==> src/rtl/uart_tx_framer_if.sv <==
// Parallel-side and serial-side signals of the UART transmit framer.
// slave  : framer side (takes the word and frame options, drives the line)
// master : user side (offers words, observes line/status)
//   P_DATA     parallel word to transmit
//   DATA_VALID request to transmit P_DATA
//   PAR_EN     parity bit enable
//   PAR_TYP    0 = even parity, 1 = odd parity
//   STOP2      0 = one stop bit, 1 = two stop bits
//   TX_OUT     serial line, idle high
//   Busy       high while a frame is in progress
//   DATA_ACK   one-cycle pulse when a word is accepted
interface uart_tx_framer_if #(
    parameter int unsigned DATA_WIDTH = 8
);
    logic [DATA_WIDTH-1:0] P_DATA;
    logic                  DATA_VALID;
    logic                  PAR_EN;
    logic                  PAR_TYP;
    logic                  STOP2;
    logic                  TX_OUT;
    logic                  Busy;
    logic                  DATA_ACK;

    modport master (
        output P_DATA, DATA_VALID, PAR_EN, PAR_TYP, STOP2,
        input  TX_OUT, Busy, DATA_ACK
    );

    modport slave (
        input  P_DATA, DATA_VALID, PAR_EN, PAR_TYP, STOP2,
        output TX_OUT, Busy, DATA_ACK
    );
endinterface

==> src/rtl/uart_tx_framer.sv <==
// UART transmit framer. One CLK period is one bit time. A word is latched
// together with its frame options when DATA_VALID is seen in IDLE or in the
// last stop cycle, then sent as: start(0), data LSB first, optional parity,
// one or two stop bits(1). All outputs come straight from flops.
//   CLK  bit-rate clock
//   RST  asynchronous active-low reset
//   bus  uart_tx_framer_if.slave (P_DATA, DATA_VALID, PAR_EN, PAR_TYP,
//        STOP2 in; TX_OUT, Busy, DATA_ACK out)
module uart_tx_framer #(
    parameter int unsigned DATA_WIDTH = 8
) (
    input  logic               CLK,
    input  logic               RST,
    uart_tx_framer_if.slave    bus
);
    localparam int unsigned        CNT_W    = $clog2(DATA_WIDTH);
    localparam logic [CNT_W-1:0]   LAST_BIT = CNT_W'(DATA_WIDTH - 1);

    typedef enum logic [2:0] {
        S_IDLE   = 3'd0,
        S_START  = 3'd1,
        S_DATA   = 3'd2,
        S_PARITY = 3'd3,
        S_STOP1  = 3'd4,
        S_STOP2  = 3'd5
    } state_t;

    state_t                state;
    logic [CNT_W-1:0]      bit_cnt;
    logic [CNT_W-1:0]      next_cnt;
    logic [DATA_WIDTH-1:0] data_snap;
    logic                  par_en_snap;
    logic                  par_typ_snap;
    logic                  stop2_snap;
    logic                  tx_q;
    logic                  busy_q;
    logic                  ack_q;
    logic                  parity_bit;
    logic                  accept;

    // A word can be taken in IDLE or in whichever stop cycle ends the frame.
    always_comb begin
        accept = 1'b0;
        if (bus.DATA_VALID) begin
            accept = (state == S_IDLE) ||
                     (state == S_STOP1 && !stop2_snap) ||
                     (state == S_STOP2);
        end
    end

    always_comb begin
        next_cnt   = bit_cnt + CNT_W'(1);
        parity_bit = (^data_snap) ^ par_typ_snap;
    end

    // Acceptance is handled ahead of the state case so that IDLE and both
    // final-stop paths share one snapshot/START entry.
    always_ff @(posedge CLK or negedge RST) begin
        if (!RST) begin
            state        <= S_IDLE;
            bit_cnt      <= '0;
            data_snap    <= '0;
            par_en_snap  <= 1'b0;
            par_typ_snap <= 1'b0;
            stop2_snap   <= 1'b0;
            tx_q         <= 1'b1;
            busy_q       <= 1'b0;
            ack_q        <= 1'b0;
        end else if (accept) begin
            state        <= S_START;
            bit_cnt      <= '0;
            data_snap    <= bus.P_DATA;
            par_en_snap  <= bus.PAR_EN;
            par_typ_snap <= bus.PAR_TYP;
            stop2_snap   <= bus.STOP2;
            tx_q         <= 1'b0;
            busy_q       <= 1'b1;
            ack_q        <= 1'b1;
        end else begin
            ack_q <= 1'b0;
            case (state)
                S_IDLE: begin
                    tx_q   <= 1'b1;
                    busy_q <= 1'b0;
                end
                S_START: begin
                    state   <= S_DATA;
                    bit_cnt <= '0;
                    tx_q    <= data_snap[0];
                    busy_q  <= 1'b1;
                end
                S_DATA: begin
                    busy_q <= 1'b1;
                    if (bit_cnt == LAST_BIT) begin
                        bit_cnt <= '0;
                        if (par_en_snap) begin
                            state <= S_PARITY;
                            tx_q  <= parity_bit;
                        end else begin
                            state <= S_STOP1;
                            tx_q  <= 1'b1;
                        end
                    end else begin
                        bit_cnt <= next_cnt;
                        tx_q    <= data_snap[next_cnt];
                    end
                end
                S_PARITY: begin
                    state  <= S_STOP1;
                    tx_q   <= 1'b1;
                    busy_q <= 1'b1;
                end
                S_STOP1: begin
                    if (stop2_snap) begin
                        state  <= S_STOP2;
                        tx_q   <= 1'b1;
                        busy_q <= 1'b1;
                    end else begin
                        state  <= S_IDLE;
                        tx_q   <= 1'b1;
                        busy_q <= 1'b0;
                    end
                end
                S_STOP2: begin
                    state  <= S_IDLE;
                    tx_q   <= 1'b1;
                    busy_q <= 1'b0;
                end
                default: begin
                    state   <= S_IDLE;
                    bit_cnt <= '0;
                    tx_q    <= 1'b1;
                    busy_q  <= 1'b0;
                end
            endcase
        end
    end

    assign bus.TX_OUT   = tx_q;
    assign bus.Busy     = busy_q;
    assign bus.DATA_ACK = ack_q;
endmodule

==> src/flat_wrapper.sv <==
// flat-port wrapper written by rule: the top's interface ports become plain ports
module uart_tx_framer_flat 
#(
    parameter int unsigned DATA_WIDTH = 8
)
  (CLK, RST, bus_P_DATA, bus_DATA_VALID, bus_PAR_EN, bus_PAR_TYP, bus_STOP2, bus_TX_OUT, bus_Busy, bus_DATA_ACK);
  uart_tx_framer_if #(.DATA_WIDTH(DATA_WIDTH)) bus_i ();
  input  logic CLK;
  input  logic RST;
  input wire logic [$bits(bus_i.P_DATA)-1:0] bus_P_DATA;
  input wire logic [$bits(bus_i.DATA_VALID)-1:0] bus_DATA_VALID;
  input wire logic [$bits(bus_i.PAR_EN)-1:0] bus_PAR_EN;
  input wire logic [$bits(bus_i.PAR_TYP)-1:0] bus_PAR_TYP;
  input wire logic [$bits(bus_i.STOP2)-1:0] bus_STOP2;
  output wire logic [$bits(bus_i.TX_OUT)-1:0] bus_TX_OUT;
  output wire logic [$bits(bus_i.Busy)-1:0] bus_Busy;
  output wire logic [$bits(bus_i.DATA_ACK)-1:0] bus_DATA_ACK;
  assign bus_i.P_DATA = bus_P_DATA;
  assign bus_i.DATA_VALID = bus_DATA_VALID;
  assign bus_i.PAR_EN = bus_PAR_EN;
  assign bus_i.PAR_TYP = bus_PAR_TYP;
  assign bus_i.STOP2 = bus_STOP2;
  assign bus_TX_OUT = bus_i.TX_OUT;
  assign bus_Busy = bus_i.Busy;
  assign bus_DATA_ACK = bus_i.DATA_ACK;
  uart_tx_framer #(.DATA_WIDTH(DATA_WIDTH)) u_core (.CLK(CLK), .RST(RST), .bus(bus_i));
endmodule
==> config.mk <==
export PLATFORM = sky130hd
export DESIGN_NAME = uart_tx_framer_flat
export DESIGN_NICKNAME = d
export VERILOG_FILES = /design/src/rtl/uart_tx_framer_if.sv /design/src/rtl/uart_tx_framer.sv /design/src/flat_wrapper.sv
export SDC_FILE = /design/constraint.sdc
export NUM_CORES = 1
export LEC_CHECK = 0
export CAP_MARGIN = 20
export CORE_ASPECT_RATIO = 1.75
export CORE_MARGIN = 2
export CORE_UTILIZATION = 31
export DETAILED_ROUTE_END_ITERATION = 10
export GPL_ROUTABILITY_DRIVEN = 0
export GPL_TIMING_DRIVEN = 0
export PLACE_DENSITY_LB_ADDON = 0.08
export SYNTH_ARGS = -nofsm -noshare
export SYNTH_HDL_FRONTEND = slang
export SYNTH_SLANG_ARGS = --single-unit
==> constraint.sdc <==
create_clock -name CLK -period 1.8 [get_ports CLK]
set_input_delay 0.36 -clock CLK [delete_from_list [all_inputs] [get_ports CLK]]
set_output_delay 0.36 -clock CLK [all_outputs]
set_load 0.02 [all_outputs]
[Word level (Yosys, flattened, before mapping)]
Cells that the tools add are included.
Cells by class
  $add $sub $neg: 1
  order comparisons: 1
  equality and inequality tests: 9
  multiplexer cells: 19
  bitwise gates (word level): 1
  reduce and logical (&&, ||, !) cells: 9
Operators by type and width (number)
  $mux W3: 6
  $pmux W3 S5: 1
  $eq A3 B3 Y1 const B: 3
  $mux W1: 8
  $reduce_xor A8 Y1: 1
  $eq A3 B2 Y1 const B: 2
  $pmux W3 S2: 1
  $lt A3 B4 Y1 const B: 1
  $ne A2 B1 Y1 const B: 2
  $pmux W1 S2: 2
  $reduce_or A4 Y1: 1
  $add A3 B1 Y3 const B: 1
  $bmux W1 S3: 1
  $eq A3 B1 Y1 const B: 1
  $logic_not A3 Y1: 1
  $ne A3 B1 Y1 const B: 1
  $reduce_or A3 Y1: 1
  $logic_or A1 B1 Y1: 2
  $reduce_and A2 Y1: 1
  $logic_and A1 B1 Y1: 1
  $logic_not A1 Y1: 1
  $xor A1 B1 Y1: 1
Storage, ports and cells
  register bits: 20
  input bits: 14
  output and inout bits: 3
  word-level logic and storage cells: 49

[Logic depth before layout (Yosys ltp)]
Gate-level depths: netlist of run 1.
  depth after elaboration: 7
  gate-level depth with buffers: 7
  depth with buffers taken out: 6

[Worst setup path before layout of run 1]
No wires, ideal clock.
  path kind: register to register
  start: register u_core.bit_cnt[0]
  end: register u_core.tx_q, in the netlist u_core.bus.TX_OUT
  library setup time: 90 ps
  data arrival time: 1859 ps
  path slack: -149 ps
  cell stages (with the launch flop): 7
  buffers on the path: 0
  period minus slack after synthesis: 1949 ps
  cells stage by stage: dfrtp_1 ha_1 ha_1 mux4_2 mux2_2 o21ai_0 a31oi_1
Between the ends
  longest elaborated chain between the ends: 6
  elaborated cells on any way between the ends: 7
  classes of those cells: 1 x add/sub; 1 x eq/ne; 5 x mux
RTL lines
  start, declared: line uart_tx_framer.sv:29  | logic [CNT_W-1:0] bit_cnt;
  start signal, assigned: line uart_tx_framer.sv:104  | bit_cnt <= next_cnt;
  $add A3 B1 Y3: line uart_tx_framer.sv:52  | next_cnt = bit_cnt + CNT_W'(1);
  $bmux W1 S3: line uart_tx_framer.sv:105  | tx_q <= data_snap[next_cnt];
  $mux W1 (implied by the code): line uart_tx_framer.sv:105
  $mux W1 *: line uart_tx_framer.sv:94  | if (bit_cnt == LAST_BIT) begin
  $pmux W1 S2 *: line uart_tx_framer.sv:81  | case (state)
  $mux W1 *: line uart_tx_framer.sv:69  | end else if (accept) begin
  end signal, assigned: line uart_tx_framer.sv:89  | tx_q <= data_snap[0];
  end signal, assigned: line uart_tx_framer.sv:98  | tx_q <= parity_bit;
  end signal, assigned: line uart_tx_framer.sv:105
  end, declared: line uart_tx_framer.sv:35  | logic tx_q;
Mark *: on every way between the ends. The rest lies on a longest branch, timed or not. The select of a mux whose other input is x is not followed.
A chain may end at the register's enable or synchronous reset.

[Final worst setup path of run 1]
  start: register u_core.bit_cnt[1]
  end: register u_core.tx_q, in the netlist u_core.bus.TX_OUT
Same word-level chain as after synthesis.

==> results.cfg, run 1 <==
[status]
run_status = finished, violations left
failed_checks = setup timing

[route]
drcViolationCount = 0
postRouteWirelength_um = 2050
avgRoutedWirePerCell_um = 13.2
via_count = 734
drt-pass1-iter-count = 4
routed_via_density = 4.74
drt_iter0_drc = 12
count_of_nets_left_with_antenna_violations_after_detail_routing = 0

[critical_path]
data_required_time_of_the_worst_path_ns = 1.97
worst_r2r_startpoint = u_core.bit_cnt[1]
worst-r2r-cell-count = 6
setup.worst_path.class = reg -> reg
cp-end-kind = flip-flop
reg2reg_slack_ns = -0.1
timing.critical_path.arrival_ns = 2.06
critical_path.reg2reg.endpoint = u_core.bus.TX_OUT
crit_path_start_kind = flip-flop
crit_fanout = 3

[sta]
worst_clock_skew_ns = 0.00645
report.final.slew_viol_count = 0
layout_worst_path_cycle_share_pct = 105
finalHoldViolations = 0
worst_pin_slew_ns = 0.902
grt_setup_unrepaired = yes
finalWorstPathRequiredPeriod_ns = 1.90
setup_ws_ns = -0.0955
clock.fmax_mhz = 528
maxSlewHeadroom_pct = 39.7
setup_viol_count_final = 1

[cts]
cts-root-buf = sky130_fd_sc_hd__clkbuf_8
worst_skew_pair.late_latency_ns = 0.26
cts_hold_buffers = 0
clk_transition_reported_paths_ns = 0.07
htreeDepth = 1
cts.sinks = 20
clockBufferDepth = 2
tritoncts = yes
cts_buffers = 3

[placed_design]
placedCellCount = 149
port_buffers = 16
post-dp-hpwl_um = 1540

[pwr]
power.density_cell_area_mw_per_mm2 = 1870
design_power_total_mw = 2.58
clock_power_share_pct = 11.5
comb_power_share_pct = 55.4
power.switching_fraction_pct = 34.6
register_share_of_total_power_pct = 33.0
power.static_leakage_nw = 0.590
switching_power_mw = 0.890
p_int_mw = 1.69
peak_supply_drop_mv = 1.01

[synth]
post_synthesis_cell_type_with_the_largest_combined_area = sky130_fd_sc_hd__dfrtp_1
post-synth-top-area-fraction_pct = 44.5
mappedNetlistArea_mm2 = 0.00107
synthTopCellsByArea = sky130_fd_sc_hd__dfrtp_1, sky130_fd_sc_hd__mux2_2, sky130_fd_sc_hd__mux2_4
synth.avg_cell_area_um2 = 12.1
synth_sequential_area_ratio_pct = 47.0
synthesis.nets = 104
yosys_register_bits = 20
synth_warn = 0
synth.lib_cells_used.distinct = 30
synth_cells = 88

[cells_and_area]
synthToLayoutAreaGrowth_pct = 29.1
layoutNonFillerInstCount = 155
fill_cell_instance_count_of_the_final_layout = 334
regArea_um2 = 502
layout.cells.most_common_list = sky130_fd_sc_hd__dfrtp_1, sky130_fd_sc_hd__clkdlybuf4s50_1, sky130_fd_sc_hd__mux2_4, sky130_fd_sc_hd__mux2_2
design.final.nets = 127
n_antenna_cell = 0
post_route_cells_drive_above_1_share_pct = 24.5
multi_input_gate_area_in_the_final_layout_um2 = 544
layout.cells.most_common = sky130_fd_sc_hd__dfrtp_1

[grt]
globalRouteTotalUtil_pct = 12.1
grt.overflow.total = 0
grt_start_max_net_pins = 21
via_count_of_the_first_global_routing_pass = 759
initial_antenna_violation_count = 0
grt_first_pass_wirelength_um = 3530

[die]
initial_util_pct = 32.1
floorplan.rows = 28
dieArea_mm2 = 0.00395
die_width_um = 48.4
io_pins = 17
chipHeight_um = 81.6
core-area_mm2 = 0.00333

[worst_hold_path]
worst_hold_startpoint = bus_DATA_VALID
worstHoldPathType = in -> reg
min_to = u_core.state[0]
worstHoldPathCells = 3

[flow_run]
timing.max_cap.violations = 0
==> cell type report <==
type	instances	share of cell area, %
well taps	45	4.09
plain buffers	5	2.72
multi-input cells	59	39.5
repair buffers	18	12.9
clock buffers	4	3.27
inverters	4	1.09
flip-flops and latches	20	36.4
==> registers in the layout, summed over array words and instances (netlist names) <==
name,flops
u_core.bit_cnt,3
u_core.bus.Busy,1
u_core.bus.DATA_ACK,1
u_core.bus.TX_OUT,1
u_core.data_snap,8
u_core.par_en_snap,1
u_core.par_typ_snap,1
u_core.state,3
u_core.stop2_snap,1
==> logic make-up after synthesis <==
kind of cell / synth area share (%)
flops: 47.0
compound gates: 9.73
simple gates: 8.79
mux: 19.6
buf+inv: 4.69
xor+xnor: 7.85
fa+ha+maj: 2.34
==> per-layer routing <==
layer / vias to the layer above / part of all wire [%] / global-route usage, %
met5: - / 0 / 0
met4: 0 / 2.3 / 7.71
met3: 4 / 3.1 / 2.55
met2: 13 / 55 / 22.5
met1: 361 / 39 / 12.2
li1: 356 / - / -
==> how the worst max path moves through the flow <==
| stage | from | end | cells past startpoint |
|---|---|---|---|
| after global placement | bus_DATA_VALID | u_core.data_snap[6] | 6 |
| after detailed placement | bus_DATA_VALID | u_core.data_snap[5] | 6 |
| after global routing | u_core.bit_cnt[0] | u_core.bus.TX_OUT | 6 |
| after floorplan | u_core.bit_cnt[0] | u_core.bus.TX_OUT | 6 |
| final | u_core.bit_cnt[1] | u_core.bus.TX_OUT | 6 |
| after CTS | u_core.bit_cnt[0] | u_core.bus.TX_OUT | 6 |
==> per-stage QoR <==
step	setup WS (ns)	hold WS [ns]	TNS, ns	instance area (um2)	utilization, %
finish	-0.0955	0.480	-0.0955	1380	41.4
global route	-0.157	0.506	-0.169	1380	41.4
CTS	-0.107	0.522	-0.107	1350	40.6
detailed placement	-0.246	0.506	-2.23	1300	39.0
global placement	-0.241	0.493	-2.12	1300	39.0
floorplan	-0.0408	0.0644	-0.0408	1080	-
==> power by group through the flow <==
stage / logic [mW] / clock network [mW] / registers (mW)
2_1_floorplan: 1.06 / 0 / 0.851
3_3_place_gp: 1.34 / 0 / 0.872
3_5_place_dp: 1.35 / 0 / 0.872
4_1_cts: 1.38 / 0.312 / 0.855
5_1_grt: 1.56 / 0.336 / 0.882
6_report: 1.43 / 0.297 / 0.852
==> Yosys cell counts <==
master / number
sky130_fd_sc_hd__a211oi_1: 1
sky130_fd_sc_hd__nand2b_1: 3
sky130_fd_sc_hd__clkbuf_1: 2
sky130_fd_sc_hd__buf_6: 2
sky130_fd_sc_hd__mux2_4: 5
sky130_fd_sc_hd__a31oi_1: 2
sky130_fd_sc_hd__and3b_1: 1
sky130_fd_sc_hd__inv_1: 4
sky130_fd_sc_hd__nor3_1: 1
sky130_fd_sc_hd__xnor3_1: 1
sky130_fd_sc_hd__xor2_1: 2
sky130_fd_sc_hd__xnor2_1: 5
sky130_fd_sc_hd__dfrtp_1: 19
sky130_fd_sc_hd__buf_2: 1
sky130_fd_sc_hd__o32ai_1: 2
sky130_fd_sc_hd__or3_1: 2
sky130_fd_sc_hd__a21boi_0: 1
sky130_fd_sc_hd__nand3b_1: 1
sky130_fd_sc_hd__mux2_2: 7
sky130_fd_sc_hd__a21oi_1: 4
sky130_fd_sc_hd__nor2b_1: 2
sky130_fd_sc_hd__mux2i_1: 1
sky130_fd_sc_hd__nand2_1: 3
sky130_fd_sc_hd__mux4_2: 2
sky130_fd_sc_hd__o21ai_0: 6
sky130_fd_sc_hd__nor2_1: 2
sky130_fd_sc_hd__ha_1: 2
sky130_fd_sc_hd__o2111ai_1: 1
sky130_fd_sc_hd__nand3_1: 2
sky130_fd_sc_hd__dfstp_2: 1
==> worst max-delay path, cell delays in order (launching register included) <==
cell	delay (ns)
sky130_fd_sc_hd__dfrtp_1	0.39
sky130_fd_sc_hd__ha_2	0.20
sky130_fd_sc_hd__ha_4	0.28
sky130_fd_sc_hd__mux4_2	0.48
sky130_fd_sc_hd__mux2_4	0.28
sky130_fd_sc_hd__o21ai_2	0.11
sky130_fd_sc_hd__a31oi_1	0.06
==> repair_timing <==
| item | in CTS | in global routing |
|---|---|---|
| endpoints found under the setup margin | 1 | 7 |
| hold endpoints to repair | 0 | 0 |
| resized for setup | 0 | 6 |
| gates cloned | 0 | 0 |
| buffers inserted | 1 | 1 |
Note: power is estimated with default switching activity, not from simulation.
==> run 2, diff against run 1 <==
- PLACE_DENSITY: default -> 0.53
- PLACE_DENSITY_LB_ADDON: 0.08 -> default
==> run 2 against run 1 <==
The run still ends with setup timing left. Via count rose by 4.1%. Wire length rose by 3.5%. Register-to-register slack barely moved. Critical path depth did not move. Core utilization fell by 0.64 points. Combinational power fell by 3%. Count of clock-buffer cells in the layout did not move. Fmax rose by 0.75%. Non-clock buffer count fell by 1. Critical endpoint unchanged.
==> results.cfg, run 2 (same netlist as run 1, synthesis figures left out) <==
[cells_and_area]
synthToLayoutAreaGrowth_pct = 27.1
finalCoreUtilization_pct = 40.8
post_route_cells_drive_above_1_share_pct = 22.9
layout.cells.most_common_list = sky130_fd_sc_hd__dfrtp_1, sky130_fd_sc_hd__clkdlybuf4s50_1, sky130_fd_sc_hd__mux2_2
reg_top3 = u_core.data_snap: 8 flops, u_core.bit_cnt: 3 flops, u_core.state: 3 flops
registers.top_by_ff_count = u_core.data_snap
n_antenna_cell = 0
largest_reg_flops = 8
layout.cells.most_common = sky130_fd_sc_hd__dfrtp_1
design.final.nets = 126

[route]
via_count = 764
avgRoutedWirePerCell_um = 13.8
routed_via_density = 4.96
drt-pass1-iter-count = 4
drcViolationCount = 0
count_of_nets_left_with_antenna_violations_after_detail_routing = 0
postRouteWirelength_um = 2120
drt_iter0_drc = 8

[grt]
grt.overflow.total = 0
initial_antenna_violation_count = 0
grt_start_max_net_pins = 21
via_count_of_the_first_global_routing_pass = 797
globalRouteTotalUtil_pct = 12.5
grt_first_pass_wirelength_um = 3710

[cts]
clockBufferDepth = 2
htreeDepth = 1
cts_buffers = 3
cts.sinks = 20
worst_skew_pair.late_latency_ns = 0.25
cts-root-buf = sky130_fd_sc_hd__clkbuf_8
clk_transition_reported_paths_ns = 0.07
tritoncts = yes

[sta]
finalHoldViolations = 0
clock.fmax_mhz = 532
setup_ws_ns = -0.0813
maxSlewHeadroom_pct = 39.4
grt_setup_unrepaired = yes
layout_worst_path_cycle_share_pct = 105
timing.setup.tns_ns = -0.0813
finalWorstPathRequiredPeriod_ns = 1.88
worst_clock_skew_ns = 0.00202
report.final.slew_viol_count = 0
setup_viol_count_final = 1
worst_pin_slew_ns = 0.906

[critical_path]
data_required_time_of_the_worst_path_ns = 1.97
cp-end-kind = flip-flop
crit_path_start_kind = flip-flop
crit_fanout = 3
critPathMaxStageDelay_ns = 0.49
timing.critical_path.slowest_stage_cell = sky130_fd_sc_hd__mux4_2
timing.critical_path.arrival_ns = 2.05
setup.worst_path.class = reg -> reg
crit_chain = ha_2 -> ha_4 -> mux4_2 -> mux2_2 -> o21ai_2 -> a31oi_1

[die]
core-area_mm2 = 0.00333
dieArea_mm2 = 0.00395
floorplan.rows = 28
chipHeight_um = 81.6
io_pins = 17
die_width_um = 48.4
initial_util_pct = 32.1

[pwr]
power.density_cell_area_mw_per_mm2 = 1870
power.static_leakage_nw = 0.572
peak_supply_drop_mv = 0.791

[placed_design]
post-dp-hpwl_um = 1620
port_buffers = 16

[worst_hold_path]
worstHoldPathType = reg -> reg

[flow_run]
timing.max_cap.violations = 0

[status]
failed_checks = setup timing
run_status = finished, violations left
run 2: cell type report:
cell class / instances / area [um2]
fillers: 343 / 1970
multi-input cells: 59 / 534
flip-flops and latches: 20 / 502
repair buffers: 17 / 166
well taps: 45 / 56.3
clock buffers: 4 / 45.0
plain buffers: 5 / 37.5
inverters: 4 / 15.0
run 2: report_power, final:
| part | leakage, nW | switching [mW] | total, mW | internal, mW |
|---|---|---|---|---|
| clock network | 0.0228 | 0.141 | 0.299 | 0.157 |
| logic | 0.308 | 0.562 | 1.38 | 0.820 |
| registers | 0.242 | 0.179 | 0.852 | 0.674 |
run 2: per-layer routing:
layer  wire [um]  global-route usage (%)
met1         762                    12.4
met2        1210                    22.4
met3          70                    2.91
met4          73                    10.0
met5           0                       0
run 2: worst paths after layout:
path / endpoint / slack [ns] / cells after the start / startpoint
min in group asynchronous: u_core.bit_cnt[1] / 0.61 / 1 / RST
min reg2reg: u_core.par_en_snap / 0.53 / 1 / u_core.par_en_snap
min: u_core.par_en_snap / 0.53 / 1 / u_core.par_en_snap
max in group asynchronous: u_core.state[1] / 0.63 / 1 / RST
max reg2reg: u_core.bus.TX_OUT / -0.08 / 6 / u_core.bit_cnt[0]
max: u_core.bus.TX_OUT / -0.08 / 6 / u_core.bit_cnt[0]
run 2: repair_timing:
item	in CTS	in global routing
setup endpoints to repair	3	7
buffers inserted	1	0
resized for setup	1	3
pin swaps	2	1
hold buffers	0	0
run 2: metrics by stage:
stage	instance area (um2)	setup slack [ns]	power, mW	hold WS, ns	instances
4_1_cts	1350	-0.104	2.54	0.524	154
6_report	1360	-0.0813	2.53	0.528	154
3_5_place_dp	1300	-0.280	2.22	0.507	149
2_1_floorplan	1080	-0.0408	1.91	0.0644	88
3_3_place_gp	1300	-0.268	2.19	0.493	149
5_1_grt	1360	-0.163	2.74	0.557	154
run 2: worst max-delay path, delay by kind of cell, from the launching register on:
kind	cells	cell delay (ns)
DFF	1	0.39
AOI/OAI and AO/OA	2	0.16
adders and majority gates	2	0.49
muxes	2	0.77
